--- config.mk ---
export PLATFORM = sky130hd
export DESIGN_NAME = sha256_wt_datapath
export DESIGN_NICKNAME = d
export VERILOG_FILES = /design/src/rtl/sha256_pkg.sv /design/src/rtl/sha256_small_sigma.sv /design/src/rtl/sha256_wt_datapath.sv
export SDC_FILE = /design/constraint.sdc
export NUM_CORES = 1
export LEC_CHECK = 0
export BUFFER_PORTS_ARGS = -buffer_cell sky130_fd_sc_hd__buf_2
export CORE_ASPECT_RATIO = 0.75
export CORE_MARGIN = 2
export CORE_UTILIZATION = 45
export CTS_BUF_LIST = sky130_fd_sc_hd__clkbuf_16
export DETAILED_ROUTE_END_ITERATION = 10
export GPL_TIMING_DRIVEN = 0
export PLACE_DENSITY = 0.66
export SLEW_MARGIN = 20
export SYNTH_ARGS = -nofsm -noshare
export SYNTH_HDL_FRONTEND = slang
export SYNTH_SLANG_ARGS = --single-unit
--- constraint.sdc ---
create_clock -name clk -period 9 [get_ports clk]
set_input_delay 1.35 -clock clk [delete_from_list [all_inputs] [get_ports clk]]
set_output_delay 1.35 -clock clk [all_outputs]
set_load 0.005 [all_outputs]
--- src/rtl/sha256_pkg.sv ---
// sha256_pkg: shared word width, small-sigma constants and schedule FSM states
package sha256_pkg;
  localparam int WIDTH = 32;
  localparam int S0_ROT_A = 7;
  localparam int S0_ROT_B = 18;
  localparam int S0_SHR = 3;
  localparam int S1_ROT_A = 17;
  localparam int S1_ROT_B = 19;
  localparam int S1_SHR = 10;
  typedef enum logic [1:0] {IDLE, ADD0, ADD1, ADD2} state_t;
endpackage

--- src/rtl/sha256_small_sigma.sv ---
// sha256_small_sigma: ROTR(a) ^ ROTR(b) ^ SHR(s) on one word
module sha256_small_sigma
  import sha256_pkg::*;
#(
  parameter int ROT_A = 7,
  parameter int ROT_B = 18,
  parameter int SHR = 3
) (
  input  logic [WIDTH-1:0] x,
  output logic [WIDTH-1:0] y
);
  assign y = ((x >> ROT_A) | (x << (WIDTH - ROT_A))) ^
             ((x >> ROT_B) | (x << (WIDTH - ROT_B))) ^
             (x >> SHR);
endmodule

--- src/rtl/sha256_wt_datapath.sv ---
// sha256_wt_datapath: W[t] = s1(W[t-2]) + W[t-7] + s0(W[t-15]) + W[t-16] over three adds on one adder
module sha256_wt_datapath
  import sha256_pkg::*;
(
  input  logic             clk,
  input  logic             reset,
  input  logic             start,
  input  logic [WIDTH-1:0] w_t16,
  input  logic [WIDTH-1:0] w_t15,
  input  logic [WIDTH-1:0] w_t7,
  input  logic [WIDTH-1:0] w_t2,
  output logic             busy,
  output logic             done,
  output logic [WIDTH-1:0] w_out
);
  state_t state, state_nx;
  logic [WIDTH-1:0] op16, op15, op7, op2, acc, s0, s1, add_a, add_b, sum;
  sha256_small_sigma #(.ROT_A(S0_ROT_A), .ROT_B(S0_ROT_B), .SHR(S0_SHR)) u_s0 (.x(op15), .y(s0));
  sha256_small_sigma #(.ROT_A(S1_ROT_A), .ROT_B(S1_ROT_B), .SHR(S1_SHR)) u_s1 (.x(op2), .y(s1));
  always_ff @(posedge clk)
    state <= reset ? IDLE : state_nx;
  always_comb begin
    state_nx = state == IDLE ? (start ? ADD0 : IDLE) :
               state == ADD0 ? ADD1 :
               state == ADD1 ? ADD2 : IDLE;
  end
  // One shared adder; both inputs held at zero while idle
  assign add_a = state == ADD0 ? op16 : state == IDLE ? '0 : acc;
  assign add_b = state == ADD0 ? s0 : state == ADD1 ? op7 : state == ADD2 ? s1 : '0;
  assign sum = add_a + add_b;
  assign busy = state != IDLE;
  always_ff @(posedge clk) begin
    if (reset) begin
      op16 <= '0;
      op15 <= '0;
      op7 <= '0;
      op2 <= '0;
      acc <= '0;
      w_out <= '0;
      done <= 1'b0;
    end else begin
      done <= state == ADD2;
      if (state == IDLE && start) begin
        op16 <= w_t16;
        op15 <= w_t15;
        op7 <= w_t7;
        op2 <= w_t2;
      end
      if (state == ADD0 || state == ADD1) acc <= sum;
      if (state == ADD2) w_out <= sum;
    end
  end
endmodule

==> flow_metrics.py <==
metrics = {
    "detailed_routing": {
        "first_pass_iters": 5,
        "postRouteAntennaNets": 0,
        "drcViolationCount": 0,
        "vias_per_cell": 5.53,
        "routed_wl_mm": 35.8,
        "drt_iter0_markers": 1027,
        "wl_per_cell_um": 19.2,
        "vias": 10300,
    },
    "clocking": {
        "numCtsBuffers": 17,
        "clk_pin_slew_ns": 0.08,
        "cts_buffer_depth": 2,
        "cts_setup_buffers": 0,
        "insertion_delay_ns": 0.45,
        "holdBufCountCts": 0,
        "clock-root-buffer": "clkbuf_16",
        "cts.sinks": 195,
        "ctsResizeCount": 0,
        "cts_tree": "yes",
        "htreeDepth": 4,
    },
    "sta": {
        "fin_crit_sh_pct": 52.7,
        "fmax_mhz": 211,
        "tns_ns": 0,
        "relSlewSlack_pct": 29.0,
        "final_hold_viol_count": 0,
        "post-route-min-period_ns": 4.74,
        "setup_viol": 0,
        "final_max_slew_viol_count": 0,
        "skew_ns": 0.0145,
        "worstMarginPinSlew_ns": 1.06,
        "rsz0062_at_grt": "false",
    },
    "global_routing": {
        "grt_pass1_vias": 9483,
        "antenna_found_initial": 0,
        "grt_pass1_wl_mm": 54.0,
        "grt_max_degree": 21,
        "overflow": 0,
        "track_usage_pct": 28.6,
    },
    "synth": {
        "yosys_warnings": 0,
        "synth-main-ff-cell": "dfxtp_1",
        "yosysSeqAreaShare_pct": 36.6,
        "synth_top_cell_by_area": "dfxtp_1",
        "synth_cell_types": 53,
        "yosysTopAreaCellShare_pct": 36.6,
        "async_flop_share_pct": 0,
        "syn_inst": 1366,
        "synth-seq-cells": 195,
        "yosysMostFrequentCell": "nand2_1",
        "syn_area_sq_um": 10700,
        "ys_top_cells_by_area": "dfxtp_1 (37%), nand2_1 (11%), a21oi_1 (9.3%)",
        "synth_edf_count": 0,
        "synthTopCellsByCount": "nand2_1 (312), a21oi_1 (198), dfxtp_1 (195)",
        "syn_nets": 1533,
        "post_synth.cell_area_avg_sq_um": 7.80,
    },
    "pwr": {
        "peakVddDrop_v": 0.000141,
        "leakage_nw": 4.93,
        "seq_power_share_pct": 45.8,
        "p_switching_mw": 0.669,
        "powerDensity_nw_per_um2": 168,
        "internal_power_mw": 1.41,
        "p_sw_share_pct": 32.1,
        "pwr-share-clk_pct": 37.4,
        "combPwrFrac_pct": 16.8,
        "total_power_mw": 2.08,
    },
    "critical_path": {
        "critPathArrivalTime_ns": 5.08,
        "required_ns": 9.34,
        "worstPathCellList": "inv_1 > ha_1 > clkbuf_1 > clkbuf_1 > clkbuf_1 > a21oi_1 > ha_1 > fa_1 > a21o_1 > nand4_1 > nand2_1 > a211oi_1 > o21ai_1 > o211ai_1 > mux2i_1 > or2_1",
        "path_max_fanout": 10,
        "critical_path.most_common_cell": "clkbuf_1",
        "start_kind": "flip-flop",
        "max_stage_delay_ns": 0.48,
        "cpMaxStageDelayCell": "clkbuf_1",
        "crit_type": "flip-flop to flip-flop",
        "end_kind": "flip-flop",
    },
    "run": {
        "maxCapViolCount": 0,
    },
    "layout": {
        "design_area_sq_um": 12400,
        "utilization_pct": 53.8,
        "fillerInstances": 2260,
        "diodes": 0,
        "drive_gt1_share_pct": 13.3,
        "areaGrowthSynthToFinish_pct": 16.7,
        "final_nets": 1715,
    },
    "floorplan": {
        "core-area_sq_um": 23100,
        "die_h_um": 137,
        "rows": 48,
        "pin_count": 165,
        "die_area_sq_um": 24900,
        "die_x_um": 182,
        "initial_core_util_pct": 46.1,
    },
    "place": {
        "io_buffers": 163,
        "hpwlAfterDp_mm": 27.9,
        "dpl_cell_area_sq_um": 11800,
        "place.gp.congestion": 0.971,
    },
    "min_path": {
        "hp-class": "flip-flop to flip-flop",
    },
    "status": {
        "status": "finished, final reports clean",
    },
}
-- cell families (layout without fill, tap and decap cells) --
group | Yosys count | in the layout | synth area share, %
AOI/OAI and AO/OA | 348 | 348 | 19.4
DFF | 195 | 195 | 36.6
xor gates and xnor gates | 138 | 138 | 11.3
and+or+nand+nor | 493 | 493 | 20.3
adders and majority gates | 36 | 36 | 4.30
muxes | 43 | 43 | 4.04
buffers and inverters | 113 | 308 | 3.99
-- critical path, delay by kind of cell, from the launching register on --
family          cells  cell delay [ns]
simple gates        3             0.46
compound gates      5             1.51
flops               1             0.33
fa+ha+maj           3             0.81
mux                 1             0.12
buf+inv             4             1.37
-- state kept, by name, indices dropped and copies added, names as in the netlist --
| register | cells |
|---|---|
| op16 | 32 |
| op2 | 32 |
| w_out | 32 |
| op15 | 32 |
| acc | 32 |
| op7 | 32 |
| done | 1 |
| state | 2 |
-- power by group through the flow --
stage	clock network, mW	registers (mW)	logic (mW)
after floorplan	0	0.954	0.229
after global placement	0	0.970	0.339
after detailed placement	0	0.971	0.343
after CTS	0.781	0.951	0.345
after global routing	0.815	0.957	0.382
final	0.779	0.953	0.350
-- per-stage QoR --
stage	cells	hold WS [ns]	setup WS (ns)
4_1_cts	1861	0.464	4.38
2_1_floorplan	1366	0.436	5.47
3_3_place_gp	1829	0.445	4.36
3_5_place_dp	1829	0.451	4.41
6_report	1861	0.460	4.26
5_1_grt	1861	0.479	3.96
-- cell type report --
class	instances	area, sq um	area share, %
inverters	15	56.3	0.453
repair buffers	163	816	6.56
flip-flops and latches	195	3900	31.4
clock inverters	15	163	1.31
plain buffers	98	369	2.97
multi-input cells	1058	6320	50.9
well taps	300	375	3.02
clock buffers	17	425	3.42
-- per-layer routing --
layer  vias to the layer above  wire length, um  track usage, %
li1                       5014                -               -
met1                      4833            18100            43.8
met2                       418            14000            41.1
met3                        34             3110            5.34
met4                         0              539            6.59
met5                         -                0               0
-- worst paths after layout --
check	from	to	slack (ns)	cells after the start
worst max-delay path	state[1]$_SDFF_PP0_	acc[28]$_SDFFE_PP0P_	4.26	16
worst min-delay path	op16[23]$_SDFFE_PP0P_	op16[23]$_SDFFE_PP0P_	0.46	2
worst max register to register	state[1]$_SDFF_PP0_	acc[28]$_SDFFE_PP0P_	4.26	16
worst min register to register	op16[23]$_SDFFE_PP0P_	op16[23]$_SDFFE_PP0P_	0.46	2
-- cells in the final DEF, fill, tap and decap left out, drive strengths merged, types with 9 or more instances in the layout --
master,n
nand2,312
a21oi,199
dfxtp,195
buf,170
clkbuf,108
xnor2,90
nor2,72
o21ai,49
xor2,48
mux2i,43
nand2b,40
ha,35
a221oi,31
inv,24
a211oi,13
nor2b,10
a21o,10
nor3b,10
nand3,9
o21a,9
No activity file was read; power rests on OpenSTA's default activity.
